==> src/rtl/lfsr_gen.sv <==
// lfsr_gen: parametrised Fibonacci XNOR LFSR with a valid/ready word output.
// Define LFSR_PERIOD_CNT_EN to add the period_cnt / period_hit outputs.
module lfsr_gen #(
    parameter int unsigned      WIDTH    = 16,
    parameter logic [WIDTH-1:0] TAPS     = 16'hD008,
    parameter logic [WIDTH-1:0] SEED     = 16'h0001,
    parameter int unsigned      OUT_BITS = 1
) (
    input  logic                clk,
    input  logic                rst_n,
    input  logic                en,
    input  logic                seed_load,
    input  logic [WIDTH-1:0]    seed_in,
    output logic [OUT_BITS-1:0] out_data,
    output logic                out_valid,
    input  logic                out_ready,
    output logic [WIDTH-1:0]    state_out,
    output logic                lockup_flag
`ifdef LFSR_PERIOD_CNT_EN
    ,
    output logic [WIDTH-1:0]    period_cnt,
    output logic                period_hit
`endif
);

    generate
        if (WIDTH < 3 || WIDTH > 32) begin : g_bad_width
            $error("lfsr_gen: WIDTH must be in 3..32");
        end
        if (OUT_BITS < 1 || OUT_BITS > WIDTH) begin : g_bad_out_bits
            $error("lfsr_gen: OUT_BITS must be in 1..WIDTH");
        end
        if (SEED == {WIDTH{1'b1}}) begin : g_bad_seed
            $error("lfsr_gen: SEED must not be all-ones");
        end
    endgenerate

    logic [WIDTH-1:0]    s;
    logic [WIDTH-1:0]    s_next;
    logic [WIDTH-1:0]    walk;
    logic [OUT_BITS-1:0] word;
    logic                load;
    logic                seed_bad;
    logic [WIDTH-1:0]    seed_fix;

    // OUT_BITS steps unrolled; the first emitted bit lands in the MSB.
    always_comb begin
        walk = s;
        word = '0;
        for (int i = 0; i < OUT_BITS; i++) begin
            word[OUT_BITS-1-i] = walk[WIDTH-1];
            walk = {walk[WIDTH-2:0], ~^(walk & TAPS)};
        end
        s_next = walk;
    end

    assign load      = en && (!out_valid || out_ready);
    assign seed_bad  = &seed_in;
    assign seed_fix  = seed_bad ? SEED : seed_in;
    assign state_out = s;

    always_ff @(posedge clk or negedge rst_n) begin
        if (!rst_n) begin
            s           <= SEED;
            out_data    <= '0;
            out_valid   <= 1'b0;
            lockup_flag <= 1'b0;
        end else if (seed_load) begin
            s         <= seed_fix;
            out_valid <= 1'b0;
            if (seed_bad) begin
                lockup_flag <= 1'b1;
            end
        end else if (load) begin
            s         <= s_next;
            out_data  <= word;
            out_valid <= 1'b1;
        end else if (out_valid && out_ready) begin
            out_valid <= 1'b0;
        end
    end

`ifdef LFSR_PERIOD_CNT_EN
    logic [WIDTH-1:0] seed_ref;

    // A hit only counts when a word boundary lands exactly on the seed.
    always_ff @(posedge clk or negedge rst_n) begin
        if (!rst_n) begin
            seed_ref   <= SEED;
            period_cnt <= '0;
            period_hit <= 1'b0;
        end else if (seed_load) begin
            seed_ref   <= seed_fix;
            period_cnt <= '0;
            period_hit <= 1'b0;
        end else if (load) begin
            period_cnt <= period_cnt + WIDTH'(OUT_BITS);
            period_hit <= (s_next == seed_ref);
        end else begin
            period_hit <= 1'b0;
        end
    end
`endif

endmodule
==> config.mk <==
export PLATFORM = sky130hd
export DESIGN_NAME = lfsr_gen
export DESIGN_NICKNAME = d
export VERILOG_FILES = /design/src/rtl/lfsr_gen.sv
export SDC_FILE = /design/constraint.sdc
export NUM_CORES = 1
export LEC_CHECK = 0
export ABC_AREA = 1
export BUFFER_PORTS_ARGS = -buffer_cell sky130_fd_sc_hd__buf_2
export CORE_MARGIN = 2
export CORE_UTILIZATION = 40
export CTS_BUF_LIST = sky130_fd_sc_hd__clkbuf_8 sky130_fd_sc_hd__clkbuf_16
export DETAILED_ROUTE_END_ITERATION = 7
export PLACE_DENSITY = 0.76
export REMOVE_ABC_BUFFERS = 1
export SYNTH_ARGS = -nofsm -noshare
export SYNTH_HDL_FRONTEND = slang
export SYNTH_SLANG_ARGS = --single-unit
export TNS_END_PERCENT = 100
==> constraint.sdc <==
create_clock -name clk -period 1.7 [get_ports clk]
set_input_delay 0.34 -clock clk [delete_from_list [all_inputs] [get_ports clk]]
set_output_delay 0.34 -clock clk [all_outputs]
set_load 0.1 [all_outputs]
==> load_flow_metrics.sql <==
INSERT INTO impl_metrics (metric_group, metric, value, unit) VALUES
('outcome', 'outcome', 'finished, final reports clean', ''),
('synth', 'syn_area', '0.00110', 'mm^2'),
('floorplan', 'floorplan.die.height', '56.4', 'um'),
('cells_and_area', 'nFillCells', '268', ''),
('clock_network', 'cts_tree', 'built', ''),
('cells_and_area', 'multiInputGateArea', '460', 'um^2'),
('clock_network', 'cts-htree-levels', '1', ''),
('setup_path', 'timing.critical_path.required', '1.36', 'ns'),
('clock_network', 'clock_latency_reported_for_the_late_side_of_the_worst_skew_pair', '0.25', 'ns'),
('synth', 'synth_cell_types', '22', ''),
('synth', 'yosysSeqAreaShare', '43.4', '%'),
('cells_and_area', 'regArea', '477', 'um^2'),
('grt', 'grt_util_all_layers', '16.8', '%'),
('placed_design', 'hpwl', '1890', 'um'),
('setup_path', 'worst_r2r_startpoint', 'out_valid$_DFFE_PN0P_', ''),
('sta', 'fmax', '636', 'MHz'),
('setup_path', 'critical-path-slowest-cell', 'sky130_fd_sc_hd__dfstp_2', ''),
('sta', 'fin_skew', '0.00165', 'ns'),
('grt', 'grt_pass1_vias', '969', ''),
('sta', 'period_share', '92.4', '%'),
('sta', 'worst_slew_margin_rel', '67.7', '%'),
('power_and_ir_drop', 'power.density', '1090', 'mW/mm^2'),
('detailed_routing', 'first_iter_violations', '24', ''),
('cells_and_area', 'finalNetCount', '205', ''),
('clock_network', 'clk_root_buf', 'sky130_fd_sc_hd__clkbuf_8', ''),
('clock_network', 'post_cts_buffers', '0', ''),
('synth', 'synth-warning-count', '0', ''),
('placed_design', 'place_congestion', '0.914', ''),
('sta', 'grt_setup_unrepaired', 'false', ''),
('clock_network', 'number_of_resized_instances_in_the_post_cts_repair_step', '0', ''),
('floorplan', 'die-area', '0.00318', 'mm^2'),
('cells_and_area', 'area_growth', '23.2', '%'),
('detailed_routing', 'ant_nets', '0', ''),
('setup_path', 'worstSetupStartpointType', 'flop', ''),
('setup_path', 'critPathArrivalTime', '1.23', 'ns'),
('synth', 'postSynthAreaPerCell', '7.74', 'um^2'),
('setup_path', 'path_delay_family', 'flip-flops', ''),
('grt', 'groute.layer.met3.usage', '4.15', '%'),
('floorplan', 'fp.coreArea', '0.00269', 'mm^2'),
('synth', 'yosys_register_bits', '19', ''),
('power_and_ir_drop', 'power.leakage', '0.777', 'nW'),
('floorplan', 'floorplan.die.width', '56.4', 'um'),
('detailed_routing', 'detail_route.first_pass.iterations', '4', ''),
('setup_path', 'count_of_buffer_and_inverter_cells_on_the_critical_path', '1', ''),
('power_and_ir_drop', 'ir_drop', '0.579', 'mV'),
('floorplan', 'io_pins', '40', ''),
('detailed_routing', 'vias', '1027', ''),
('setup_path', 'criticalPathCategory', 'flop to primary output', ''),
('sta', 'min_period', '1.57', 'ns'),
('cells_and_area', 'diodes', '0', ''),
('clock_network', 'cts_hold_buf', '0', ''),
('sta', 'finalSetupViolations', '0', ''),
('setup_path', 'worstRegToRegCells', '7', ''),
('placed_design', 'pre_cts_ws', '0.203', 'ns'),
('grt', 'grt.met2_usage', '27.6', '%'),
('grt', 'grt_util_met1', '21.4', '%'),
('clock_network', 'clkSlewWorstSetupHoldPaths', '0.07', 'ns'),
('cells_and_area', 'layout_commonest_cell', 'sky130_fd_sc_hd__buf_2', ''),
('detailed_routing', 'drcViolationCount', '0', ''),
('setup_path', 'crit-reg2reg-capture', 'state_out[9]$_DFFE_PN0P_', ''),
('sta', 'timing.final.max_slew_violations', '0', ''),
('setup_path', 'crit_path_end_kind', 'primary output', ''),
('setup_path', 'cp.depth', '1', ''),
('grt', 'wire_length_of_the_first_global_routing_pass', '4180', 'um'),
('setup_path', 'critical_path.max_stage_delay', '0.55', 'ns'),
('grt', 'antenna_found_initial', '0', ''),
('grt', 'grt_overflow_total', '0', ''),
('flow_run', 'max_cap_viol_count', '0', ''),
('clock_network', 'num_clock_sinks', '19', ''),
('clock_network', 'cts_inserted_buffers', '3', ''),
('clock_network', 'max-clock-path-buffers', '2', '');
==> sequential cells by signal, indices dropped and copies added (netlist names) <==
name / cells
state_out: 16
lockup_flag: 1
out_data: 1
out_valid: 1
==> cell usage after synthesis, drive strengths merged <==
master	number	share of area, %
a21oi	2	0.91
buf	4	3.5
dfrtp	18	41
dfstp	1	2.4
inv	32	11
nand2	33	12
nand3	17	8.9
nand4	1	1.1
nor2	9	3.1
o21ai	3	1.4
o21bai	1	1.0
o22ai	11	7.4
or2	6	3.4
xnor2	2	1.6
xor2	2	1.6
==> area by class of cell <==
type,count,share of cell area [%]
repair buffers,41,15.5
well taps,31,2.87
flip-flops and latches,19,35.2
clock buffers,3,3.05
clock inverters,1,0.277
multi-input cells,87,34.0
inverters,32,9.06
==> metal layers <==
metal  wire length, um  vias to the layer above
li1                  -                      522
met1              1070                      464
met2              1170                       37
met3               154                        4
met4                23                        0
met5                 0                        -
==> worst max path at each step <==
stage	end	startpoint	slack (ns)
floorplan	state_out[0]$_DFFE_PN1P_	out_valid$_DFFE_PN0P_	-0.14
global placement	state_out[2]$_DFFE_PN0P_	seed_in[13]	0.24
detailed placement	state_out[2]$_DFFE_PN0P_	seed_in[13]	0.20
CTS	state_out[0]	state_out[0]$_DFFE_PN1P_	0.13
global route	state_out[0]	state_out[0]$_DFFE_PN1P_	0.11
finish	state_out[0]	state_out[0]$_DFFE_PN1P_	0.13
==> kinds of logic (layout without fill, tap and decap cells) <==
family          Yosys count  count (layout)  share of synthesized area [%]
simple gates             66              66                           28.0
xor+xnor                  4               4                           3.19
compound gates           17              17                           10.7
flops                    19              19                           43.4
buf+inv                  36              77                           14.7
==> power by group <==
group | internal [W] | total, W | leakage, nW | switching [W]
clock network | 0.000160 | 0.000303 | 0.0269 | 0.000143
registers | 0.000504 | 0.000539 | 0.229 | 0.0000349
logic | 0.000119 | 0.000628 | 0.521 | 0.000509
==> stage by stage <==
stage / setup TNS (ns) / util, % / power [W] / area [um^2]
final: 0 / 50.4 / 0.00147 / 1350
after global routing: 0 / 50.4 / 0.00155 / 1350
after CTS: 0 / 50.4 / 0.00148 / 1350
after detailed placement: 0 / 48.7 / 0.00118 / 1310
after global placement: 0 / 48.7 / 0.00117 / 1310
after floorplan: -0.691 / - / 0.00105 / 1060
(Power assumes the default switching activity.)
